**src/rtl/gpr_pkg.sv**
```systemverilog
// Shared definitions for the general register file writeback path.
package gpr_pkg;

  localparam int GPR_ADDR_W = 5;
  localparam int GPR_DATA_W = 32;
  localparam int NUM_GPR    = 32;

  // Writeback requester slots on the shared write port
  typedef enum logic [2:0] {
    REQ_ALU    = 3'd0,
    REQ_LOAD   = 3'd1,
    REQ_MULDIV = 3'd2
  } req_idx_e;

  typedef struct packed {
    logic [GPR_ADDR_W-1:0] addr;
    logic [GPR_DATA_W-1:0] data;
  } gpr_wr_t;

  // (a + b) mod n for operands already in [0, n-1]
  function automatic int wrap_add(input int a, input int b, input int n);
    int s;
    s = a + b;
    return (s >= n) ? (s - n) : s;
  endfunction

endpackage

```
**src/rtl/gpr_write_arbiter_rr_arbiter.sv**
```systemverilog
// Round-robin arbiter: one-hot grant to the first requester at or after
// rr_ptr, pointer moves just past the winner on every grant.
module rr_arbiter
  import gpr_pkg::*;
#(
  parameter int NUM_REQ = 3
) (
  input  logic               clock,
  input  logic               resetn,
  input  logic               enable,
  input  logic [NUM_REQ-1:0] req,
  output logic [NUM_REQ-1:0] grant
);

  localparam int PTR_W = (NUM_REQ > 1) ? $clog2(NUM_REQ) : 1;

  logic [PTR_W-1:0] rr_ptr;
  logic [PTR_W-1:0] ptr_nxt;
  logic             found;

  // Scan offsets 0..NUM_REQ-1 from rr_ptr; grant is forced low during reset
  always_comb begin
    grant   = '0;
    found   = 1'b0;
    ptr_nxt = rr_ptr;
    if (enable && resetn) begin
      for (int i = 0; i < NUM_REQ; i++) begin
        for (int j = 0; j < NUM_REQ; j++) begin
          if (!found && req[j] && (j == wrap_add(int'(rr_ptr), i, NUM_REQ))) begin
            grant[j] = 1'b1;
            ptr_nxt  = PTR_W'(wrap_add(j, 1, NUM_REQ));
            found    = 1'b1;
          end
        end
      end
    end
  end

  // Pointer register; holds whenever nothing is granted
  always_ff @(posedge clock or negedge resetn) begin
    if (!resetn) begin
      rr_ptr <= '0;
    end else begin
      rr_ptr <= ptr_nxt;
    end
  end

endmodule

```
**src/rtl/gpr_write_arbiter.sv**
```systemverilog
// Shares the register file write port among NUM_REQ writeback sources.
// The winning address/data is registered and presented on the port for
// exactly one cycle; writes to register 0 are absorbed and counted.
module gpr_write_arbiter
  import gpr_pkg::*;
#(
  parameter int NUM_REQ = 3,
  parameter int ADDR_W  = GPR_ADDR_W,
  parameter int DATA_W  = GPR_DATA_W
) (
  input  logic                      clock,
  input  logic                      resetn,
  input  logic                      stall,
  input  logic [NUM_REQ-1:0]        req_valid,
  input  logic [NUM_REQ*ADDR_W-1:0] req_addr,
  input  logic [NUM_REQ*DATA_W-1:0] req_data,
  output logic [NUM_REQ-1:0]        req_ready,
  output logic                      gr_write_enable,
  output logic [ADDR_W-1:0]         gr_write_add,
  output logic [DATA_W-1:0]         gr_write,
  output logic                      inflight_valid,
  output logic [7:0]                drop_count
);

  logic [NUM_REQ-1:0] grant_p0;
  logic               vld_p0;
  logic [ADDR_W-1:0]  addr_p0;
  logic [DATA_W-1:0]  data_p0;

  logic               vld_p1;
  logic [ADDR_W-1:0]  addr_p1;
  logic [DATA_W-1:0]  data_p1;
  logic [7:0]         drop_cnt;

  function automatic logic [7:0] sat_inc(input logic [7:0] v);
    return (v == 8'hFF) ? v : (v + 8'd1);
  endfunction

  rr_arbiter #(
    .NUM_REQ (NUM_REQ)
  ) u_arb (
    .clock  (clock),
    .resetn (resetn),
    .enable (!stall),
    .req    (req_valid),
    .grant  (grant_p0)
  );

  assign req_ready = grant_p0;

  // Stage p0: select the granted requester's address and data
  always_comb begin
    vld_p0  = |grant_p0;
    addr_p0 = '0;
    data_p0 = '0;
    for (int j = 0; j < NUM_REQ; j++) begin
      if (grant_p0[j]) begin
        addr_p0 = req_addr[j*ADDR_W +: ADDR_W];
        data_p0 = req_data[j*DATA_W +: DATA_W];
      end
    end
  end

  // Stage p1: port register and register-0 drop counter
  always_ff @(posedge clock or negedge resetn) begin
    if (!resetn) begin
      vld_p1   <= 1'b0;
      addr_p1  <= '0;
      data_p1  <= '0;
      drop_cnt <= '0;
    end else begin
      vld_p1 <= vld_p0 && (addr_p0 != '0);
      if (vld_p0) begin
        addr_p1 <= addr_p0;
        data_p1 <= data_p0;
      end
      if (vld_p0 && (addr_p0 == '0)) begin
        drop_cnt <= sat_inc(drop_cnt);
      end
    end
  end

  assign gr_write_enable = vld_p1;
  assign inflight_valid  = vld_p1;
  assign gr_write_add    = addr_p1;
  assign gr_write        = data_p1;
  assign drop_count      = drop_cnt;

endmodule

```
**config.mk**
```make
export PLATFORM = sky130hd
export DESIGN_NAME = gpr_write_arbiter
export DESIGN_NICKNAME = d
export VERILOG_FILES = /design/src/rtl/gpr_pkg.sv /design/src/rtl/gpr_write_arbiter_rr_arbiter.sv /design/src/rtl/gpr_write_arbiter.sv
export SDC_FILE = /design/constraint.sdc
export NUM_CORES = 1
export LEC_CHECK = 0
export ABC_CLOCK_PERIOD_IN_PS = 3600
export CORE_MARGIN = 4
export CORE_UTILIZATION = 35
export CTS_CLUSTER_DIAMETER = 200
export DETAILED_ROUTE_END_ITERATION = 16
export PLACE_DENSITY = 0.78
export SLEW_MARGIN = 0
export SYNTH_ARGS = -nofsm -noshare
export SYNTH_HDL_FRONTEND = slang
export SYNTH_SLANG_ARGS = --single-unit
```
**constraint.sdc**
```tcl
create_clock -name clock -period 3.6 [get_ports clock]
set_input_delay 0.72 -clock clock [delete_from_list [all_inputs] [get_ports clock]]
set_output_delay 0.72 -clock clock [all_outputs]
set_load 0.01 [all_outputs]
```
==> impl_metrics.env, run 1 <==
export IMPL_status="completed"
export IMPL_period_minus_slack_ns=3.352
export IMPL_die_w_um=91.26
export IMPL_cts_max_path_buffers=2
export IMPL_syn_area_um2=2426
export IMPL_initial_core_util_pct=35.91
export IMPL_min_from="gr_write_add[1]"
export IMPL_post_cts_resized=0
export IMPL_fin_crit_sh_pct=93.11
export IMPL_port_buffers=166
export IMPL_cts_root_buf="clkbuf_8"
export IMPL_clockPowerShare_pct=14.0
export IMPL_overflow=0
export IMPL_r2r_cells=8
export IMPL_leakage_nw=1.796
export IMPL_grt_pass1_wl_um=13430
export IMPL_avgRoutedWirePerCell_um=17.55
export IMPL_dieArea_um2=8327
export IMPL_pre_cts_ws_ns=0.1565
export IMPL_core_um2=6756
export IMPL_r2r_slack_ns=0.63
export IMPL_final_common_cell="clkdlybuf4s50_1"
export IMPL_worstHoldPathCells=2
export IMPL_slew_violations=0
export IMPL_swShare_pct=35.01
export IMPL_cts_sinks=48
export IMPL_fin_worst_skew_ns=0.01335
export IMPL_clk_latency_ns=0.30
export IMPL_track_usage_pct=20.20
export IMPL_final_cell_area_um2=4279
export IMPL_hpwl_um=6501
export IMPL_maxCapViolations=0
export IMPL_vias=2643
export IMPL_antenna_cells=0
export IMPL_via_per_inst=5.383
export IMPL_nets=530
export IMPL_crit_path_max_fanout=6
export IMPL_ys_flop_type="dfrtp_1"
export IMPL_final_setup_tns_ns=0
export IMPL_area_growth_pct=76.38
export IMPL_p_sw_uw=966.7
export IMPL_hold_viol_final=0
export IMPL_routed_wl_um=8615
export IMPL_crit_type="in -> out"
export IMPL_combPwrFrac_pct=52.3
export IMPL_worstHoldPathType="reg -> reg"
export IMPL_ant_nets=0
export IMPL_fin_ws_ns=0.2479
export IMPL_die_h_um=91.26
export IMPL_whs_endpoint="gr_write_add[1]"
export IMPL_cts_hold_buf=0
export IMPL_final_cell_mix="clkdlybuf4s50_1 (165), nand2_1 (73), dfrtp_1 (48), a222oi_1 (32), nor2_1 (11)"
export IMPL_grt_antenna_before_repair=0
export IMPL_critical_path_startpoint="req_valid[1]"
export IMPL_synth_async_reset_ratio_pct=100.0
export IMPL_ys_warnings_count=0
export IMPL_postPlaceCellArea_um2=4172
export IMPL_cts_tree="built"
export IMPL_first_global_vias=2719
export IMPL_firstDrtPassIters=6
export IMPL_htree_levels=2
export IMPL_synth_cells=248
export IMPL_regToRegEndpoint="drop_count[1]"
export IMPL_power_frac_seq_pct=33.7
export IMPL_pin_count=167
export IMPL_internal_power_mw=1.795
export IMPL_syn_avg_cell_area_um2=9.783
export IMPL_crit_arrival_ns=2.63
export IMPL_r2r_start="u_arb.rr_ptr[0]"
export IMPL_drive_gt1_share_pct=5.353
export IMPL_cts_clk_slew_worst_paths_ns=0.08
export IMPL_grt_max_degree=49
export IMPL_drc=0
export IMPL_start_kind="primary input"
export IMPL_placed_cells=483
export IMPL_crit_required_ns=2.88
export IMPL_cp_end_kind="output port"
export IMPL_rows=30
export IMPL_synth_seq_cells=48
export IMPL_hold_ws_ns=0.4864
export IMPL_ys_seq_area_share_pct=49.51
export IMPL_relSlewSlack_pct=59.08
export IMPL_postCtsSetupBuffers=0
export IMPL_finalSetupViolations=0
export IMPL_gp_congestion=0.8512
export IMPL_worst_pin_slew_ns=0.6138
export IMPL_powerDensity_nw_per_um2=645.4
export IMPL_synth_distinct_cells=35
export IMPL_numCtsBuffers=5
export IMPL_synth_nets=368
export IMPL_layoutNonFillerInstCount=491
export IMPL_synth_edf_count=0
export IMPL_fmax_mhz=298.3
export IMPL_drt_iter0_drc=192
export IMPL_rsz0062_at_grt="false"
export IMPL_ir_worst_vdd_mv=0.3406
area by class of cell:
type | count | area (µm²)
fillers | 573 | 2477
repair buffers | 173 | 1709
flip-flops and latches | 48 | 1201
multi-input cells | 176 | 1139
well taps | 80 | 100.1
clock buffers | 6 | 72.57
clock inverters | 2 | 35.03
inverters | 6 | 22.52
per-stage QoR:
stage          util, %  total power, mW
3_3_place_gp     61.74            2.357
4_1_cts          63.33            2.786
5_1_grt          63.33            2.948
6_report         63.33            2.762
3_5_place_dp     61.74            2.396
2_1_floorplan        -            1.621
power by group through the flow:
stage | Clock, mW | Combinational [mW] | Sequential (mW)
after global placement | 0 | 1.43 | 0.929
final | 0.386 | 1.45 | 0.930
after floorplan | 0 | 0.599 | 1.02
after CTS | 0.395 | 1.46 | 0.929
after global routing | 0.412 | 1.57 | 0.964
after detailed placement | 0 | 1.46 | 0.939
critical path: stages:
cell             delay (ns)
clkdlybuf4s50_1        0.49
o21ba_1                0.29
o2111a_1               0.37
and2_1                 0.22
clkdlybuf4s50_1        0.56
cell families after synthesis:
logic type                 after synthesis  synth area share [%]
and+or+nand+nor                        101                 17.90
AOI/OAI and AO/OA                       64                 24.19
DFF                                     48                 49.51
buffers and inverters                   24                 3.868
xor gates and xnor gates                 7                 2.527
adders and majority gates                3                 1.547
muxes                                    1                0.4641
how the worst max path moves through the flow:
stage	end	slack, ns	depth (start not counted)
after global placement	drop_count[1]	0.25	7
after floorplan	req_ready[1]	0.86	5
after global routing	req_ready[2]	0.16	5
after CTS	req_ready[2]	0.26	5
final	req_ready[2]	0.25	5
after detailed placement	drop_count[1]	0.16	7
registers in the layout (all words and copies together) (netlist names):
name / flops
drop_count: 8
gr_write_add: 5
gr_write: 32
u_arb.rr_ptr: 2
gr_write_enable: 1
cells in the mapped netlist, types with 4 or more instances:
cell / count / area, µm²
nand2_1: 73 / 274.0
dfrtp_1: 48 / 1201
a222oi_1: 32 / 320.3
clkbuf_1: 17 / 63.81
nor2_1: 11 / 41.29
inv_1: 6 / 22.52
o21ai_0: 6 / 30.03
xnor2_1: 6 / 52.55
a2111oi_2: 4 / 60.06
a211oi_1: 4 / 30.03
nand2b_1: 4 / 25.02
routing by layer:
layer / GRT usage (%) / routed length, µm / vias to the layer above
met2: 34.89 / 4152 / 130
met3: 8.036 / 1002 / 8
met5: 0 / 0 / -
met4: 4.648 / 89 / 0
met1: 23.51 / 3371 / 1253
li1: - / - / 1252
Note: power is estimated with default switching activity, not from simulation.
==> inputs of run 2 (changes only) <==
--- a/config.mk
+++ b/config.mk
@@ -11,7 +11,6 @@
 export CTS_CLUSTER_DIAMETER = 200
 export DETAILED_ROUTE_END_ITERATION = 16
 export PLACE_DENSITY = 0.78
-export SLEW_MARGIN = 0
 export SYNTH_ARGS = -nofsm -noshare
 export SYNTH_HDL_FRONTEND = slang
 export SYNTH_SLANG_ARGS = --single-unit
==> results of run 2 <==
Same layout as run 1: the final DEF is identical, and so are final timing and power.
